--- config.mk ---
export PLATFORM = sky130hd
export DESIGN_NAME = shift_add_mult
export DESIGN_NICKNAME = d
export VERILOG_FILES = /design/src/rtl/mult_pkg.sv /design/src/rtl/add_sub9.sv /design/src/rtl/shift_add_mult.sv
export SDC_FILE = /design/constraint.sdc
export NUM_CORES = 1
export LEC_CHECK = 0
export CAP_MARGIN = 20
export CORE_AREA = 4 4 84 86
export DETAILED_ROUTE_END_ITERATION = 16
export DIE_AREA = 0 0 88 90
export GPL_ROUTABILITY_DRIVEN = 0
export SYNTH_ARGS = -nofsm -noshare
export SYNTH_HDL_FRONTEND = slang
export SYNTH_SLANG_ARGS = --single-unit
--- constraint.sdc ---
create_clock -name Clk -period 1.8 [get_ports Clk]
set_clock_uncertainty 0.1 [all_clocks]
set_input_delay 0.36 -clock Clk [delete_from_list [all_inputs] [get_ports Clk]]
set_output_delay 0.36 -clock Clk [all_outputs]
set_load 0.01 [all_outputs]
--- src/rtl/mult_pkg.sv ---
// Shared definitions for the shift-and-add multiplier.
//   state_t    : FSM state encoding (IDLE, ADD, SHIFT, HOLD)
//   WIDTH      : operand width in bits
//   ITERATIONS : number of ADD/SHIFT pairs per multiplication
// The optional signed mode is selected with the macro MULT_SIGNED_EN
// (consumed in shift_add_mult.sv).
package mult_pkg;

  localparam int WIDTH      = 8;
  localparam int ITERATIONS = 8;

  typedef enum logic [1:0] {
    ST_IDLE  = 2'd0,
    ST_ADD   = 2'd1,
    ST_SHIFT = 2'd2,
    ST_HOLD  = 2'd3
  } state_t;

endpackage

--- src/rtl/add_sub9.sv ---
// 9-bit combinational adder/subtractor used by the multiplier's ADD step.
// Ports:
//   a   [8:0] : minuend / first addend ({X,A})
//   b   [8:0] : subtrahend / second addend (extended multiplicand)
//   sub       : 1 -> a - b, 0 -> a + b
//   sum [8:0] : result, truncated to 9 bits (bit 8 is the carry in
//               unsigned mode and the sign in signed mode)
module add_sub9 (
  input  logic [8:0] a,
  input  logic [8:0] b,
  input  logic       sub,
  output logic [8:0] sum
);

  // Two's-complement subtract: a + ~b + 1.
  logic [8:0] b_eff;

  assign b_eff = sub ? ~b : b;
  assign sum   = a + b_eff + {8'd0, sub};

endmodule

--- src/rtl/shift_add_mult.sv ---
// Sequential 8x8 shift-and-add multiplier with a 16-bit result in {Aval,Bval}.
// Configuration macro: MULT_SIGNED_EN
//   defined   -> two's-complement operands, sign-extended multiplicand,
//                subtract on the 8th ADD, arithmetic shift through X
//   undefined -> unsigned operands, zero-extended multiplicand, X holds the
//                carry, shift inserts 0 above X
// Ports:
//   Clk          : clock, all state changes on rising edge
//   Reset        : asynchronous active-high reset
//   Run          : level start request
//   ClearA_LoadB : in IDLE, clear A/X and load B from Switches
//   Switches[7:0]: multiplicand (latched at start) or B load value
//   Aval[7:0]    : accumulator A, product high byte
//   Bval[7:0]    : multiplier/shift register B, product low byte
//   X            : extension bit above A
//   Done         : result valid and held
//   dbg_state[1:0]: current FSM state (mult_pkg::state_t encoding)
//
// Handshake: Run is a level request sampled in IDLE. Once accepted, Run and
// ClearA_LoadB are ignored until the result is held in HOLD with Done=1.
// The result stays frozen while Run remains high; dropping Run returns the
// block to IDLE and clears Done on that same edge. Holding Run high through
// HOLD never starts a second operation.
module shift_add_mult
  import mult_pkg::*;
(
  input  logic       Clk,
  input  logic       Reset,
  input  logic       Run,
  input  logic       ClearA_LoadB,
  input  logic [7:0] Switches,
  output logic [7:0] Aval,
  output logic [7:0] Bval,
  output logic       X,
  output logic       Done,
  output logic [1:0] dbg_state
);

  state_t           state_q;
  logic [WIDTH-1:0] a_q;
  logic [WIDTH-1:0] b_q;
  logic [WIDTH-1:0] s_q;
  logic             x_q;
  logic [2:0]       cnt_q;
  logic             done_q;

  logic [8:0]       s_ext;
  logic             sub_en;
  logic             shift_fill;
  logic [8:0]       sum;

`ifdef MULT_SIGNED_EN
  // The last partial product carries negative weight in two's complement.
  assign s_ext      = {s_q[WIDTH-1], s_q};
  assign sub_en     = (cnt_q == 3'(ITERATIONS - 1));
  assign shift_fill = x_q;
`else
  assign s_ext      = {1'b0, s_q};
  assign sub_en     = 1'b0;
  assign shift_fill = 1'b0;
`endif

  add_sub9 u_add_sub9 (
    .a   ({x_q, a_q}),
    .b   (s_ext),
    .sub (sub_en),
    .sum (sum)
  );

  always_ff @(posedge Clk or posedge Reset) begin
    if (Reset) begin
      state_q <= ST_IDLE;
      a_q     <= '0;
      b_q     <= '0;
      s_q     <= '0;
      x_q     <= 1'b0;
      cnt_q   <= '0;
      done_q  <= 1'b0;
    end else begin
      case (state_q)
        ST_IDLE: begin
          // Run wins over ClearA_LoadB so B keeps the multiplier value.
          if (Run) begin
            a_q     <= '0;
            x_q     <= 1'b0;
            s_q     <= Switches;
            cnt_q   <= '0;
            state_q <= ST_ADD;
          end else if (ClearA_LoadB) begin
            a_q <= '0;
            x_q <= 1'b0;
            b_q <= Switches;
          end
        end
        ST_ADD: begin
          if (b_q[0]) begin
            {x_q, a_q} <= sum;
          end
          state_q <= ST_SHIFT;
        end
        ST_SHIFT: begin
          x_q     <= shift_fill;
          a_q     <= {x_q, a_q[WIDTH-1:1]};
          b_q     <= {a_q[0], b_q[WIDTH-1:1]};
          cnt_q   <= cnt_q + 3'd1;
          state_q <= (cnt_q == 3'(ITERATIONS - 1)) ? ST_HOLD : ST_ADD;
        end
        ST_HOLD: begin
          // Done is raised on the first HOLD edge; leaving HOLD is only
          // possible once Done has been visible for at least one cycle.
          if (!done_q) begin
            done_q <= 1'b1;
          end else if (!Run) begin
            done_q  <= 1'b0;
            state_q <= ST_IDLE;
          end
        end
        default: state_q <= ST_IDLE;
      endcase
    end
  end

  assign Aval      = a_q;
  assign Bval      = b_q;
  assign X         = x_q;
  assign Done      = done_q;
  assign dbg_state = state_q;

endmodule

==> metrics.md <==
| Metric | Value |
|---|---|
| Internal | 0.00298 W |
| PD cells | 1850 nW/um^2 |
| Register area share after synthesis | 0.425 |
| Initial DRT Pass Iterations | 4 |
| Clock share of power | 0.107 |
| Util after Layout | 0.428 |
| Avg Cell Area, Syn | around 10 sq um |
| Share of cells above drive strength 1 | 0.310 |
| Netlist cell types | 38 |
| DIE AREA | 7920 sq um |
| Hold Vio Cnt, Final | 0 |
| Worst setup SP type | flip-flop |
| Routed WL | around 4400 um |
| Most common library cells after synthesis | dfrtp_1, a21oi_1, ha_1, nand2_1, nor2_1 |
| Worst EP required | 1.86 ns |
| Fmax | 529 MHz |
| DRC Markers | 0 |
| Comb power frac | 0.640 |
| Peak supply drop | 793 uV |
| Reg clk slew, reported paths | 0.07 ns |
| Initial antenna violation count | 0 |
| RSZ-0062 raised after global routing | yes |
| Hold/Removal Path Class | input pin to async pin |
| Vias in the first global route | 1569 |
| Routed length per instance | around 14 um |
| Setup_tns | -0.164 ns |
| Final WS setup | -0.0888 ns |
| Count leader, synth | dfrtp_1 |
| N_diodes | 0 |
| IO Port Bufs | 31 |
| Vias per inst | 4.75 |
| Initial drt markers | 34 |
| Period utilisation layout | 1.05 |
| Ports | 32 |
| CP Capture Type | flip-flop |
| Failing checks | negative setup slack |
| Cells after synthesis | 175 |
| Critical path class | flip-flop to flip-flop |
| Final setup viols | 2 |
| Die width | 88 um |
| R2R Path Start | Aval[0]$_DFFE_PP0P_ |
| Top cell type's share of synthesized area | 0.425 |
| Net count after synthesis | 202 |
| Static Leak | 1.28 nW |
| Sequential Power Share | 0.253 |
| GRT overflow | 0 |
| Hold_buf cts | 0 |
| Via Count | 1515 |
| H-tree depth | 2 |
| TritonCTS buffer count | 5 |
| Status | finished, violations left |
| Worst r2r dst | X$_DFFE_PP0P_ |
| CTS root buf | clkbuf_8 |
| Synth top area cells | dfrtp_1, ha_1, mux2_2 |
| Post-synth EDFFs | 0 |
| Cell taking the most area after synthesis | dfrtp_1 |
| Clock Sink Count | 31 |
| Final Max Tran Viols | 0 |
| Largest net degree at the start of global routing | 32 |
| Die H | approximately 90 um |
| Clock Path Buffers | 2 |
| Worst R2R Setup Slack | -0.09 ns |
| Worst-Margin Slew | 0.408 ns |
| Place WS | -0.184 ns |
| Final ANT Viol Nets | 0 |
| Post-DP HPWL | 3320 um |
| Total Power | 0.00498 W |
| Seq cells post-synth | 31 |
| Clk_lat worst skew | 0.28 ns |
| Largest fanout on the critical path | 2 |
| Ys Warns | 0 |
| Row count | 29 |
| CTS tree | yes |
| Tot GR Track Use | 0.119 |
| Switching share of power | 0.402 |
| Starting Density | 0.291 |
| Mapped Area | 1830 sq um |
| Top FF cell, synth | dfrtp_1 |
| Core footprint | between 6000 and 7000 sq um |
| CP arrival | slightly below 2 ns |
| P_sw | 0.00200 W |
| Layout area overhead | 47.2% |
| First-pass GRT wire length | 7470 um |
| Synth async-reset ratio | 1.00 |
| Maximum Capacitance Violations | 0 |
| Slew HR | 0.728 |
| # nets final | 268 |
| R2R depth | 8 |
| Minimum clock period | approximately 1.9 ns |
==> worst max-delay path, stage by stage (launching register included) <==
cell and delay (ns):
dfrtp_1 0.36, ha_2 0.20, inv_2 0.04, fa_2 0.34, nand2b_4 0.17, a21oi_4 0.14, o2111a_1 0.22, o21ai_1 0.06
nor3b_2 0.15
==> timing repair <==
action,in CTS,in global routing
gates resized for setup,9,18
cloned,0,1
pin swaps,7,6
setup endpoints to repair,7,15
setup buffers,1,2
hold endpoints to repair,0,0
==> layout make-up <==
cell class | count | area, sq um
clock buffer | 7 | 76.3
clock inverter | 1 | 5.00
fill | 610 | 3590
inverter | 10 | 37.5
multi-input combinational | 129 | 1070
sequential | 31 | 778
tap | 77 | 96.3
timing repair buffer | 64 | 627
==> kinds of logic after synthesis <==
family | Yosys count | synth area share
XOR/XNOR | 5 | 0.0240
adder cells (fa/ha/maj) | 15 | 0.107
AO/OA/AOI/OAI | 46 | 0.177
multiplexers | 16 | 0.0932
flip-flops | 31 | 0.425
AND/OR/NAND/NOR | 47 | 0.138
buffers and inverters | 15 | 0.0363
==> power by group through the flow <==
stage / logic (W) / clock network, W / registers (W)
4_1_cts: 0.00300 / 0.000552 / 0.00126
3_5_place_dp: 0.00292 / 0 / 0.00127
2_1_floorplan: 0.00165 / 0 / 0.00133
5_1_grt: 0.00350 / 0.000585 / 0.00131
3_3_place_gp: 0.00288 / 0 / 0.00127
6_report: 0.00319 / 0.000534 / 0.00126
==> through the flow <==
stage / area [sq um] / hold slack, ns / cells
floorplan: 1860 / 0.363 / 175
global placement: 2480 / 0.386 / 307
detailed placement: 2480 / 0.395 / 307
CTS: 2590 / 0.378 / 316
global route: 2690 / 0.403 / 319
finish: 2690 / 0.364 / 319
==> flip-flops by register name, indices dropped and copies added, names as in the netlist <==
| register | cells |
|---|---|
| Done | 1 |
| dbg_state | 2 |
| cnt_q | 3 |
| Bval | 8 |
| s_q | 8 |
| X | 1 |
| Aval | 8 |
==> metal layers <==
metal | global-route usage | vias to the layer above | part of all wire
met2 | 0.191 | 21 | 0.48
met1 | 0.158 | 721 | 0.48
li1 | - | 767 | -
met4 | 0.0345 | 0 | 0.012
met5 | 0 | - | 0
met3 | 0.0293 | 6 | 0.032
==> cells in the final DEF (no fill, tap or decap), types with 3 or more instances in the layout <==
cell | synthesis | routed
inv_2 | 0 | 3
o221ai_2 | 4 | 4
nand2_1 | 14 | 13
dfrtp_1 | 31 | 29
ha_1 | 14 | 11
a21oi_1 | 15 | 13
clkbuf_8 | 0 | 5
buf_4 | 0 | 28
xor2_1 | 5 | 4
mux2i_1 | 8 | 8
inv_1 | 10 | 7
o21ai_1 | 2 | 4
clkdlybuf4s50_1 | 0 | 22
nor2_1 | 14 | 13
mux2_2 | 8 | 8
dlymetal6s2s_1 | 0 | 7
o21ai_0 | 9 | 7
nand3_1 | 6 | 6
==> worst max path at each step <==
stage | startpoint | to | cells after the start
after floorplan | Aval[0]$_DFFE_PP0P_ | X$_DFFE_PP0P_ | 8
after global placement | ClearA_LoadB | X$_DFFE_PP0P_ | 6
after detailed placement | Run | X$_DFFE_PP0P_ | 6
after CTS | Aval[0]$_DFFE_PP0P_ | Aval[4]$_DFFE_PP0P_ | 9
after global routing | Aval[0]$_DFFE_PP0P_ | X$_DFFE_PP0P_ | 8
final | Aval[0]$_DFFE_PP0P_ | X$_DFFE_PP0P_ | 8
Power figures use the tool's default switching activity.
